`src/rtl/mult_div_unit.sv`:
```
// Sequential signed 32-bit multiply/divide unit.
// A start pulse latches the operands. An iterative engine then runs for 32 cycles,
// and the result, exception flag and a one-cycle ready strobe come out on a shared
// output bus.
//
// Handshake: there is no backpressure. A start pulse on ctrl_MULT or ctrl_DIV
// that is sampled on a rising edge is always accepted, even in the middle of an
// operation (the current operation is abandoned). data_resultRDY is high for
// exactly one cycle, 32 edges after the last start edge. data_result and
// data_exception are valid in that cycle and hold until the next start edge.
module mult_div_unit (
  input  logic        clock,
  input  logic        reset_n,
  input  logic [31:0] data_operandA,
  input  logic [31:0] data_operandB,
  input  logic        ctrl_MULT,
  input  logic        ctrl_DIV,
  output logic [31:0] data_result,
  output logic        data_exception,
  output logic        data_resultRDY,
  output logic [1:0]  dbg_state
);

  typedef enum logic [1:0] {
    IDLE = 2'd0,
    BUSY = 2'd1,
    DONE = 2'd2
  } state_t;

  state_t      state;
  logic [4:0]  count;
  logic        mode_mult;

  // Multiplier: unsigned shift-add on the operand magnitudes. The sign is applied at the end.
  logic [63:0] mul_acc;
  logic [63:0] mul_mcand;
  logic [31:0] mul_mplier;
  logic        mul_neg;

  // Divider: restoring division on the magnitudes. The quotient is built up in div_quo.
  logic [32:0] div_rem;
  logic [31:0] div_quo;
  logic [31:0] div_dvsr;
  logic        div_neg;
  logic        div_exc;

  logic [31:0] a_mag;
  logic [31:0] b_mag;
  logic [63:0] mul_acc_nxt;
  logic [63:0] mul_prod;
  logic        mul_ovf;
  logic [32:0] div_shift;
  logic        div_ge;
  logic [32:0] div_rem_nxt;
  logic [31:0] div_quo_nxt;
  logic [31:0] div_q;
  logic [31:0] fin_result;
  logic        fin_exc;
  logic        start;

  assign dbg_state = state;
  assign start     = ctrl_MULT | ctrl_DIV;

  // Operand magnitudes, plus one iteration step of each engine and the final result formatting.
  always_comb begin
    a_mag       = data_operandA[31] ? (~data_operandA + 32'd1) : data_operandA;
    b_mag       = data_operandB[31] ? (~data_operandB + 32'd1) : data_operandB;

    mul_acc_nxt = mul_mplier[0] ? (mul_acc + mul_mcand) : mul_acc;
    mul_prod    = mul_neg ? (~mul_acc_nxt + 64'd1) : mul_acc_nxt;
    // The product fits in signed 32 bits only when bits 63..31 are all copies of the sign bit.
    mul_ovf     = !((&mul_prod[63:31]) || !(|mul_prod[63:31]));

    div_shift   = {div_rem[31:0], div_quo[31]};
    div_ge      = (div_shift >= {1'b0, div_dvsr});
    div_rem_nxt = div_ge ? (div_shift - {1'b0, div_dvsr}) : div_shift;
    div_quo_nxt = {div_quo[30:0], div_ge};
    div_q       = div_neg ? (~div_quo_nxt + 32'd1) : div_quo_nxt;

    if (mode_mult) begin
      fin_result = mul_prod[31:0];
      fin_exc    = mul_ovf;
    end else begin
      fin_result = div_exc ? 32'd0 : div_q;
      fin_exc    = div_exc;
    end
  end

  // Control FSM, engine iteration and registered outputs.
  always_ff @(posedge clock or negedge reset_n) begin
    if (!reset_n) begin
      state          <= IDLE;
      count          <= 5'd0;
      mode_mult      <= 1'b0;
      mul_acc        <= 64'd0;
      mul_mcand      <= 64'd0;
      mul_mplier     <= 32'd0;
      mul_neg        <= 1'b0;
      div_rem        <= 33'd0;
      div_quo        <= 32'd0;
      div_dvsr       <= 32'd0;
      div_neg        <= 1'b0;
      div_exc        <= 1'b0;
      data_result    <= 32'd0;
      data_exception <= 1'b0;
      data_resultRDY <= 1'b0;
    end else if (start) begin
      // Multiply wins when both strobes are high.
      state          <= BUSY;
      count          <= 5'd0;
      data_resultRDY <= 1'b0;
      if (ctrl_MULT) begin
        mode_mult  <= 1'b1;
        mul_acc    <= 64'd0;
        mul_mcand  <= {32'd0, a_mag};
        mul_mplier <= b_mag;
        mul_neg    <= data_operandA[31] ^ data_operandB[31];
      end else begin
        mode_mult <= 1'b0;
        div_rem   <= 33'd0;
        div_quo   <= a_mag;
        div_dvsr  <= b_mag;
        div_neg   <= data_operandA[31] ^ data_operandB[31];
        div_exc   <= (data_operandB == 32'd0) ||
                     ((data_operandA == 32'h8000_0000) && (data_operandB == 32'hFFFF_FFFF));
      end
    end else begin
      case (state)
        BUSY: begin
          if (mode_mult) begin
            mul_acc    <= mul_acc_nxt;
            mul_mcand  <= {mul_mcand[62:0], 1'b0};
            mul_mplier <= {1'b0, mul_mplier[31:1]};
          end else begin
            div_rem <= div_rem_nxt;
            div_quo <= div_quo_nxt;
          end
          count <= count + 5'd1;
          if (count == 5'd31) begin
            state          <= DONE;
            data_result    <= fin_result;
            data_exception <= fin_exc;
            data_resultRDY <= 1'b1;
          end
        end
        DONE: begin
          state          <= IDLE;
          data_resultRDY <= 1'b0;
        end
        default: begin
          state          <= IDLE;
          data_resultRDY <= 1'b0;
        end
      endcase
    end
  end

endmodule

```
`config.mk`:
```
export PLATFORM = sky130hd
export DESIGN_NAME = mult_div_unit
export DESIGN_NICKNAME = d
export VERILOG_FILES = /design/src/rtl/mult_div_unit.sv
export SDC_FILE = /design/constraint.sdc
export NUM_CORES = 1
export LEC_CHECK = 0
export CORE_ASPECT_RATIO = 0.5
export CORE_MARGIN = 3
export CORE_UTILIZATION = 64
export CTS_BUF_LIST = sky130_fd_sc_hd__clkbuf_8
export CTS_CLUSTER_DIAMETER = 200
export DETAILED_ROUTE_END_ITERATION = 10
export GPL_ROUTABILITY_DRIVEN = 0
export GPL_TIMING_DRIVEN = 0
export MAX_ROUTING_LAYER = met4
export PLACE_DENSITY = 0.84
export SLEW_MARGIN = 20
export SYNTH_ARGS = -nofsm -noshare
export SYNTH_HDL_FRONTEND = slang
export SYNTH_SLANG_ARGS = --single-unit
```
`constraint.sdc`:
```
create_clock -name clock -period 8 [get_ports clock]
set_input_delay 1.6 -clock clock [delete_from_list [all_inputs] [get_ports clock]]
set_output_delay 1.6 -clock clock [all_outputs]
set_load 0.02 [all_outputs]
```
==> results of run 1 <==
[cell usage after synthesis, types with 11 or more instances]
| cell type | n | area [µm²] |
|---|---|---|
| nand2b_1 | 28 | 175 |
| clkbuf_1 | 126 | 473 |
| buf_2 | 31 | 155 |
| o31ai_1 | 48 | 360 |
| o2111ai_1 | 11 | 96.3 |
| a21o_1 | 34 | 255 |
| or2_2 | 16 | 100 |
| o21a_1 | 24 | 180 |
| or3_1 | 36 | 225 |
| nand3_1 | 45 | 225 |
| nor4_1 | 24 | 150 |
| o21ai_0 | 299 | 1500 |
| o211ai_1 | 15 | 113 |
| nor2b_1 | 17 | 106 |
| o21ai_1 | 14 | 70.1 |
| nor2_1 | 217 | 815 |
| o41ai_1 | 22 | 193 |
| buf_1 | 13 | 48.8 |
| nand2_1 | 320 | 1200 |
| xor2_1 | 57 | 499 |
| a21oi_1 | 190 | 951 |
| mux2i_1 | 50 | 500 |
| a222oi_1 | 42 | 420 |
| nand4_1 | 56 | 350 |
| dfrtp_1 | 300 | 7510 |
| ha_1 | 102 | 1280 |
| or4_1 | 22 | 165 |
| a211oi_1 | 19 | 143 |
| a22o_1 | 61 | 534 |
| xnor2_1 | 124 | 1090 |
| inv_1 | 132 | 495 |
| and3_1 | 28 | 175 |
| a21boi_0 | 11 | 82.6 |
| a31oi_1 | 21 | 131 |
| a221oi_1 | 28 | 245 |
| nor3_1 | 62 | 310 |
[timing repair]
action | CTS | global route
hold buffers | 0 | 0
resized for setup | 3 | 3
pin swaps | 0 | 0
setup endpoints to repair | 9 | 1
[flip-flops by register name, indices dropped and copies added, names as in the netlist]
name,count
div_rem,32
mul_neg,1
div_quo,32
data_resultRDY,1
div_neg,1
data_result,32
data_exception,1
mode_mult,1
dbg_state,1
mul_acc,64
count,5
mul_mcand,64
div_exc,1
mul_mplier,32
div_dvsr,32
[cell families (layout without fill, tap and decap cells)]
kind of cell | Yosys count | in the layout | synth area share
DFF | 300 | 300 | 0.327
AOI/OAI and AO/OA | 950 | 950 | 0.278
muxes | 56 | 56 | 0.0247
adders and majority gates | 104 | 104 | 0.0573
buffers and inverters | 311 | 492 | 0.0533
xor gates and xnor gates | 181 | 181 | 0.0691
and+or+nand+nor | 914 | 914 | 0.191
[power breakdown]
part | total, W | switching [W] | internal, W
clock network | 0.00146 | 0.000683 | 0.000772
logic | 0.00131 | 0.000856 | 0.000458
registers | 0.00176 | 0.000128 | 0.00163
[metal layers]
metal,part of all wire,GRT usage
met1,0.39,0.493
met2,0.44,0.604
met3,0.11,0.101
met4,0.059,0.207
met5,0,-
[layout make-up]
cell class                 instances  area [µm²]
multi-input combinational       2205       14200
fill                            2711        9230
clock buffer                      60         826
buffer                           172         711
sequential                       300        7510
inverter                         135         507
clock inverter                    20         183
tap                              475         594
timing repair buffer             105        1110
[critical path, cell delays in order, from the launching register on]
cell	delay, ns
dfrtp_1	0.37
clkbuf_1	0.45
buf_2	0.41
buf_2	0.37
clkbuf_4	0.58
clkbuf_2	0.40
buf_4	0.39
mux2i_1	0.40
ha_1	0.25
nand2_1	0.08
nor3_1	0.13
and2_1	0.19
nand3_1	0.16
nand4bb_4	0.30
a211oi_4	0.42
nand3_4	0.23
o41ai_2	0.41
xor2_1	0.23
o21ai_1	0.08
or3_1	0.37
nor4_1	0.31
nand3_1	0.14
o41ai_2	0.47
o21ai_1	0.10
[worst min path at each step]
stage                                end  cells after the start
after floorplan           mul_mplier[31]                      2
after global placement    data_result[8]                      2
after detailed placement  data_result[8]                      2
after CTS                 data_result[8]                      2
after global routing      data_result[6]                      2
final                     data_result[8]                      2
[per-stage QoR]
stage	setup slack, ns	TNS, ns	instances	hold WS, ns	util
CTS	0.142	0	3473	0.490	0.735
finish	0.576	0	3472	0.482	0.736
global route	0.319	0	3472	0.522	0.736
global placement	-7.65	-2283.36	3393	0.472	0.704
detailed placement	-1.95	-4.61	3396	0.474	0.707
floorplan	1.27	0	2816	0.449	-
==> results.cfg, run 1 <==
[synthesis]
synthFlopType = dfrtp_1
yosys_warnings = 0
synth-seq-cells = 300
ys_types = 105
avgSynthCellArea_um2 = 8.15
synth_nets = 2988
synth_sequential_area_ratio = 0.327
ys_async_sr_fraction = 1.00
syn_inst = 2816
netlist_area_mm2 = 0.0230
synth_edf_count = 0

[clocking]
numCtsBuffers = 45
cts_root_buf = clkbuf_8
cts_tree = done
insertion_delay_ns = 0.65
post_cts_buffers = 0
clkTransAtPathRegs_ns = 0.07
max-clock-path-buffers = 3
clkSinkCount = 300
cts_max_level = 2

[hold_path]
hp-start = data_result[8]
hp-class = reg -> reg

[die]
die_area_mm2 = 0.0383
rows = 48
fp.dieW_um = 274
start_util = 0.658
io_pins = 104
core_area_mm2 = 0.0349
die_h_um = 140

[worst_setup_path]
r2r-start = mul_mplier[0]
r2r_setup_slack_ns = 0.58
reg2reg_depth = 23
crit_required_ns = 8.50
critPathCaptureType = flip-flop
cp.arrival_ns = 7.92
crit_end = data_exception
worst-setup-path-type = reg -> reg
crit_fanout = 37
startpoint_type = flip-flop
r2r_end = data_exception
startpoint = mul_mplier[0]

[drt]
drc_errors = 0
drt_iter0_markers = 3063
ant_nets = 0
vias = 23600
routed_wl_mm = 75.2
vias_per_cell = 6.80
wire_per_inst_um = 21.7
first_pass_iters = 8

[pwr]
power_w = 0.00453
powerDensity_mw_per_mm2 = 176
leakagePower_nw = 11.2
peakVddDrop_mv = 0.171

[timing]
finalSetupViolCount = 0
rsz0062_at_grt = false
period_needed_ns = 7.42
period_share = 0.928
tightest_slew_ns = 1.09
hold_viol = 0
slew_headroom = 0.265
timing.fmax_mhz = 135
slew_violations = 0
finClkSkew_ns = 0.0418

[place]
place.port_buffers = 102
place_area_mm2 = 0.0247
dpl.hpwl_mm = 56.6

[global_route]
grt-ovfl-total = 0
grt.total_usage = 0.398
antenna_found_initial = 0
grt_pass1_vias = 22300
grt_max_degree = 102
grt_pass1_wl_mm = 119

[layout]
final_area_mm2 = 0.0257
drive_gt1_frac = 0.0581
nNetsFinal = 3136
mostFrequentLayoutCell = nand2_1
area_delta_synth_final_pct = 11.8
layout_common_cells = 320 x nand2_1, 300 x dfrtp_1, 299 x o21ai_0, 217 x nor2_1, 190 x a21oi_1
diodes = 0

[status]
status = finished clean

[job]
drv_cap = 0
No activity file was read; power rests on OpenSTA's default activity.
==> run 2, diff against run 1 <==
Settings changed: TNS_END_PERCENT from default to 1.
==> results of run 2 <==
No change in the layout: final DEF, timing and power equal those of run 1.
